**src/rtl/control_sequencer.sv**
```systemverilog
// rtl/control_sequencer.sv - microcode sequencer driving the registered datapath control word
// Walks the fetch page, then the opcode page, one microword per clock.
module control_sequencer #(
  parameter int SIG_WIDTH  = 42,
  parameter int OPC_WIDTH  = 8,
  parameter int STEP_WIDTH = 4,
  parameter logic [OPC_WIDTH-1:0] FETCH_PAGE = 8'hFF,
  parameter int UW_WIDTH   = SIG_WIDTH + 7
) (
  input  logic                            clk,
  input  logic                            reset,
  input  logic [OPC_WIDTH-1:0]            bus_in,
  input  logic [7:0]                      flags,
  input  logic                            mem_ready,
  output logic [OPC_WIDTH+STEP_WIDTH-1:0] ucode_addr,
  input  logic [UW_WIDTH-1:0]             ucode_data,
  output logic [SIG_WIDTH-1:0]            signals,
  output logic [OPC_WIDTH-1:0]            opcode,
  output logic                            halted,
  output logic                            ucode_overflow
);

  typedef enum logic [1:0] {
    FETCH  = 2'd0,
    DECODE = 2'd1,
    EXEC   = 2'd2,
    HALTED = 2'd3
  } state_t;

  state_t                 state_q, state_d;
  logic [STEP_WIDTH-1:0]  step_q, step_d;
  logic [SIG_WIDTH-1:0]   signals_d;
  logic [OPC_WIDTH-1:0]   opcode_d;
  logic                   overflow_d;

  logic [SIG_WIDTH-1:0]   uw_sig;
  logic                   uw_end;
  logic                   uw_wait;
  logic [2:0]             uw_csel;
  logic                   uw_cen;
  logic                   uw_halt;
  logic                   cond_abort;
  logic                   last_step;

  assign uw_sig     = ucode_data[SIG_WIDTH-1:0];
  assign uw_end     = ucode_data[SIG_WIDTH];
  assign uw_wait    = ucode_data[SIG_WIDTH+1];
  assign uw_csel    = ucode_data[SIG_WIDTH+4:SIG_WIDTH+2];
  assign uw_cen     = ucode_data[SIG_WIDTH+5];
  assign uw_halt    = ucode_data[SIG_WIDTH+6];
  assign cond_abort = uw_cen && !flags[uw_csel];
  assign last_step  = (step_q == {STEP_WIDTH{1'b1}});
  assign halted     = (state_q == HALTED);

  always_ff @(posedge clk or negedge reset) begin
    if (!reset) begin
      state_q        <= FETCH;
      step_q         <= '0;
      signals        <= '0;
      opcode         <= '0;
      ucode_overflow <= 1'b0;
    end else begin
      state_q        <= state_d;
      step_q         <= step_d;
      signals        <= signals_d;
      opcode         <= opcode_d;
      ucode_overflow <= overflow_d;
    end
  end

  always_comb begin
    state_d    = state_q;
    step_d     = step_q;
    signals_d  = signals;
    opcode_d   = opcode;
    overflow_d = ucode_overflow;
    ucode_addr = {FETCH_PAGE, {STEP_WIDTH{1'b0}}};
    case (state_q)
      FETCH, EXEC: begin
        ucode_addr = {(state_q == EXEC) ? opcode : FETCH_PAGE, step_q};
        signals_d  = uw_sig;
        if (uw_halt) begin
          // HALT overrides END and WAIT; the datapath is quiesced on entry
          state_d   = HALTED;
          step_d    = '0;
          signals_d = '0;
        end else if (uw_wait && !mem_ready) begin
          step_d = step_q;
        end else if (cond_abort || uw_end || last_step) begin
          step_d  = '0;
          state_d = (state_q == FETCH) ? DECODE : FETCH;
          if (!cond_abort && !uw_end) overflow_d = 1'b1;
        end else begin
          step_d = step_q + 1'b1;
        end
      end
      DECODE: begin
        opcode_d  = bus_in;
        signals_d = '0;
        step_d    = '0;
        state_d   = EXEC;
      end
      HALTED: begin
        signals_d = '0;
      end
      default: begin
        state_d = FETCH;
      end
    endcase
  end

endmodule

```
**config.mk**
```make
export PLATFORM = sky130hd
export DESIGN_NAME = control_sequencer
export DESIGN_NICKNAME = d
export VERILOG_FILES = /design/src/rtl/control_sequencer.sv
export SDC_FILE = /design/constraint.sdc
export NUM_CORES = 1
export LEC_CHECK = 0
export ABC_CLOCK_PERIOD_IN_PS = 4200
export CAP_MARGIN = 15
export CORE_AREA = 2 2 65 92
export CTS_BUF_LIST = sky130_fd_sc_hd__clkbuf_4 sky130_fd_sc_hd__clkbuf_8
export CTS_CLUSTER_SIZE = 10
export DETAILED_ROUTE_END_ITERATION = 8
export DIE_AREA = 0 0 67 94
export GPL_TIMING_DRIVEN = 0
export PLACE_DENSITY = 0.85
export SLEW_MARGIN = 20
export SYNTH_ARGS = -nofsm -noshare
export SYNTH_HDL_FRONTEND = slang
export SYNTH_SLANG_ARGS = --single-unit
```
**constraint.sdc**
```tcl
create_clock -name clk -period 4.2 [get_ports clk]
set_input_delay 0.84 -clock clk [delete_from_list [all_inputs] [get_ports clk]]
set_output_delay 0.84 -clock clk [all_outputs]
set_load 0.05 [all_outputs]
```
==> results of run 1 <==
[cell type report]
cell class	instances	area, um^2
tap	68	85.1
clock inverter	6	36.3
sequential	57	1430
buffer	5	18.8
timing repair buffer	131	1310
clock buffer	9	124
multi-input combinational	101	723
fill	422	1700
inverter	5	18.8
[power by group]
group / total, mW / internal (mW) / leakage [nW] / switching [mW]
combinational: 1.02 / 0.369 / 0.806 / 0.651
sequential: 0.713 / 0.654 / 0.760 / 0.0594
clock: 0.417 / 0.207 / 0.0846 / 0.211
total: 2.15 / 1.23 / 1.65 / 0.921
[through the flow]
step	worst slack [ns]	instances	cell area (um^2)	utilization	total power, mW
finish	1.19	382	3740	0.687	2.15
global route	1.07	382	3740	0.687	2.25
CTS	1.17	382	3740	0.687	2.17
detailed placement	1.54	367	3580	0.658	1.75
global placement	0.595	367	3580	0.658	1.73
floorplan	2.02	168	2190	-	1.36
[metal layers]
layer | routed length, um | GRT usage
met5 | 0 | 0
met2 | 3050 | 0.317
met4 | 137 | 0.100
met1 | 1800 | 0.173
met3 | 441 | 0.0755
[worst max-delay path, cell delays in order (launching register included)]
cell	delay, ns
dfrtp_1	0.47
clkbuf_1	0.26
or3_1	0.41
clkdlybuf4s50_1	0.71
[cell usage after synthesis, types with 2 or more instances]
library cell and n:
dfrtp_1 57, and2_1 43, mux2_2 8, or3_1 8, nand2_1 6, nor2_1 6, clkbuf_1 5, inv_1 5
nand3_1 3, nor2b_1 3, mux2i_1 2, o2111ai_1 2, o31ai_1 2
[kinds of logic after synthesis]
group / Yosys count
AND/OR/NAND/NOR: 76
flip-flops: 57
AO/OA/AOI/OAI: 13
multiplexers: 11
buffers and inverters: 10
adder cells (fa/ha/maj): 1
[final timing paths]
check	startpoint	end	slack, ns
setup / recovery	state_q[0]	ucode_addr[5]	1.19
hold / removal	ucode_overflow	ucode_overflow	0.48
setup reg to reg	step_q[0]	state_q[0]	2.63
hold reg to reg	ucode_overflow	ucode_overflow	0.48
max in group asynchronous	reset	signals[37]	3.18
min in group asynchronous	reset	ucode_overflow	0.54
[registers in the layout, indices dropped and copies added, names as in the netlist]
register and count:
opcode 8, signals 42, state_q 2, step_q 4, ucode_overflow 1
==> results.cfg, run 1 <==
[run_status]
status = finished, final reports clean

[sta]
fmax_mhz = 332
slew_headroom = 0.536
post-route-period-util = 0.718
setup_viol = 0
finClkSkew_ns = 0.00449
slew_viol_final = 0
worst_pin_slew_ns = 0.696
post-route-min-period_ns = 3.01
hold-worst-slack_ns = 0.478
hold_violations = 0
rsz0062_at_grt = no
setup-tns-final_ns = 0

[yosys]
synth_compound_area_frac = 0.0503
syn_inst = 168
synth-xor-area-share = 0
muxShareOfSynthArea = 0.0606
synth-seq-cells = 57
yosysTopAreaCell = dfrtp_1
synthAdderAreaFrac = 0.00572
syn_area_um2 = 2190
synthDistinctLibCells = 31
synthArstFlopShare = 1.00
synth_edf_count = 0
ys_warn_count = 0
synth_top_family_by_area = simple AND/OR/NAND/NOR gates
synth_area_per_cell_um2 = 13.0
synth_top_area_share = 0.652
synth_fp_nets = 237
synth_top_flop_cell = dfrtp_1
netlist_top_cells_area = dfrtp_1 65%, and2_1 12%, mux2_2 4.1%
synth_simple_gate_area_frac = 0.214
seq_area_frac_synth = 0.652

[floorplanning]
dieArea_um2 = 6300
core_um2 = 5450
start_util = 0.402
die_y_um = 94
die-width_um = 67
ioPinCount = 132
rows = 32

[final_layout]
final_common_cell = clkdlybuf4s50_1
n_antenna_cell = 0
area_growth_pct = 71.1
finalNetCount = 379
mostFrequentLayoutCells = 130 x clkdlybuf4s50_1, 57 x dfrtp_1, 43 x and2_1
layout-drive-gt1-share = 0.105

[cts]
cts_hold_buf = 0
post-cts-setup-buffers = 0
cts_made_buffers = 9
clock_latency_ns = 0.33
cts.clk_slew.worst_paths_ns = 0.06
clkSinkCount = 57
root_buffer = clkbuf_8
cts_tree = done
cts.path.max_buffers = 2
htreeDepth = 3
cts.repair.resized = 0

[route]
drtPass1Iterations = 4
drt_first_iter_violations = 92
routed_wl_mm = 5.42
drc_errors = 0
viasPerCell = 4.70
final_antenna_net_count = 0
avgRoutedWirePerCell_um = 14.2
vias = 1797

[setup_path]
worstPathMaxFanout = 10
end_kind = primary output
rr_worst_depth = 5
worstSetupPathType = reg2out
start_kind = register
worstPathRequired_ns = 3.36
cp.arrival_ns = 2.17

[power_and_ir_drop]
ir_worst_vdd_v = 0.000316
power_density_nw_per_um2 = 575
power.leakage_nw = 1.65

[global_route]
antenna_found_initial = 0
grt_pass1_wl_mm = 8.21
grt.overflow.total = 0
grt_max_degree = 58
first_global_vias = 1841
grt_usage = 0.181

[worst_hold_path]
min_path_type = reg2reg
whs_path_depth = 1

[place]
detailedPlacementHpwl_mm = 4.22
port_buffers = 131
gp_congestion = 0.764

[job]
maxCapViolCount = 0
Note: power is estimated with default switching activity, not from simulation.
==> run 2: changes to the inputs <==
ABC_CLOCK_PERIOD_IN_PS = 2500   (was 4200)
CORE_AREA = 2 2 70 99   (was 2 2 65 92)
DIE_AREA = 0 0 72 101   (was 0 0 67 94)
PLACE_DENSITY = 0.78   (was 0.85)
clock period = 2.5 ns   (was 4.2 ns; I/O delays follow)
==> results.cfg, run 2 (synthesis results as in run 1) <==
[final_layout]
n_antenna_cell = 0
largest_reg_flops = 42
final_common_cell = clkdlybuf4s50_1
final_area_um2 = 3750
finalNetCount = 379
reg_top3 = signals x42, opcode x8, step_q x4
final-seq-area_um2 = 1430
layout-drive-gt1-share = 0.111
post-route-util = 0.583
fill_cells = 556
multi_input_area_um2 = 723
area_growth_pct = 71.6
top_register = signals
mostFrequentLayoutCells = 118 x clkdlybuf4s50_1, 57 x dfrtp_1, 43 x and2_1

[power_and_ir_drop]
total_power_mw = 3.60
power_density_nw_per_um2 = 960
intPower_mw = 2.05
power_frac_comb = 0.467
switching_share = 0.432
power.leakage_nw = 1.67
switchingPower_mw = 1.56
ir_worst_vdd_v = 0.000539
p_seq_frac = 0.333
pwr-share-clk = 0.200

[floorplanning]
die_y_um = 101
rows = 35
die-width_um = 72
dieArea_um2 = 7270
start_util = 0.340
core_um2 = 6440
ioPinCount = 132

[sta]
setup_viol = 0
slew_viol_final = 0
slew_headroom = 0.538
post-route-period-util = 0.940
fmax_mhz = 426
hold_violations = 0
rsz0062_at_grt = no
fin_ws_ns = 0.150
post-route-min-period_ns = 2.35
worst_pin_slew_ns = 0.693
hold-worst-slack_ns = 0.219
finClkSkew_ns = 0.00518

[global_route]
first_global_vias = 1816
antenna_found_initial = 0
grt_max_degree = 58
grt_pass1_wl_mm = 8.58
grt_usage = 0.157
grt.overflow.total = 0

[place]
port_buffers = 131
placed_area_um2 = 3590
gp_congestion = 0.758
detailedPlacementHpwl_mm = 4.21
dp_slack_ns = 0.147

[setup_path]
cp.depth = 3
worstPathRequired_ns = 2.00
slowest_stage = dfrtp_1
path_cells = clkbuf_2 > or3_1 > dlygate4sd2_1
cp.arrival_ns = 1.85
worstSetupPathType = reg2out
worstPathMaxFanout = 10
path_delay_family = buffers and inverters
critical_path_buf_inv_count = 2
rr_worst_depth = 5
start_kind = register
end_kind = primary output
critPathMaxStageDelay_ns = 0.46

[route]
final_antenna_net_count = 0
drtPass1Iterations = 4
avgRoutedWirePerCell_um = 13.8
routed_wl_mm = 5.36
drt_first_iter_violations = 36
drc_errors = 0
viasPerCell = 4.56
vias = 1775

[cts]
clock_latency_ns = 0.32
cts.clk_slew.worst_paths_ns = 0.07
cts.path.max_buffers = 2
root_buffer = clkbuf_8
cts_made_buffers = 9
cts_tree = done
cts_hold_buf = 0
clkSinkCount = 57
htreeDepth = 3

[job]
maxCapViolCount = 0

[worst_hold_path]
min_path_type = in2async

[run_status]
status = finished, final reports clean
## run 2: per-layer routing
| metal | up-vias | global-route usage | wire [um] |
|---|---|---|---|
| li1 | 838 | - | - |
| met1 | 852 | 0.161 | 1860 |
| met2 | 76 | 0.272 | 2920 |
| met3 | 9 | 0.0820 | 493 |
| met4 | 0 | 0.0552 | 85 |
| met5 | - | 0 | 0 |
## run 2: final timing paths
kind,from,slack (ns),to
max in group asynchronous,reset,1.82,signals[29]
min in group clk,ucode_overflow,0.48,ucode_overflow
min,reset,0.22,opcode[2]
min reg2reg,ucode_overflow,0.48,ucode_overflow
max,state_q[0],0.15,ucode_addr[10]
max reg2reg,step_q[0],0.94,state_q[0]
## run 2: timing repair
action	CTS	global route
setup buffers	0	0
resized for setup	10	4
setup endpoints to repair	10	8
## run 2: per-stage QoR
stage / instances / setup TNS (ns)
2_1_floorplan: 168 / 0
3_3_place_gp: 373 / -43.13
3_5_place_dp: 373 / 0
4_1_cts: 389 / 0
5_1_grt: 389 / 0
6_report: 389 / 0
## run 2: layout make-up
type,instances,area share
Inverter,5,0.00500
Clock inverter,7,0.0123
Multi-Input combinational cell,101,0.193
Sequential cell,57,0.380
Buffer,5,0.00534
Timing Repair Buffer,131,0.347
Tap cell,74,0.0247
Clock buffer,9,0.0330
## run 2: worst register-to-register path, cell delays in order, from the launching register on
cell and delay, ns:
dfrtp_1 0.42, ha_1 0.25, and3_2 0.25, nor2_1 0.09
a21oi_1 0.09, a221o_2 0.34
## run 2: power groups by stage
stage | sequential, mW | combinational, mW | clock (mW)
final | 1.20 | 1.68 | 0.721
after global routing | 1.23 | 1.76 | 0.799
after CTS | 1.21 | 1.70 | 0.752
after detailed placement | 1.22 | 1.73 | 0
after global placement | 1.21 | 1.71 | 0
after floorplan | 1.78 | 0.500 | 0
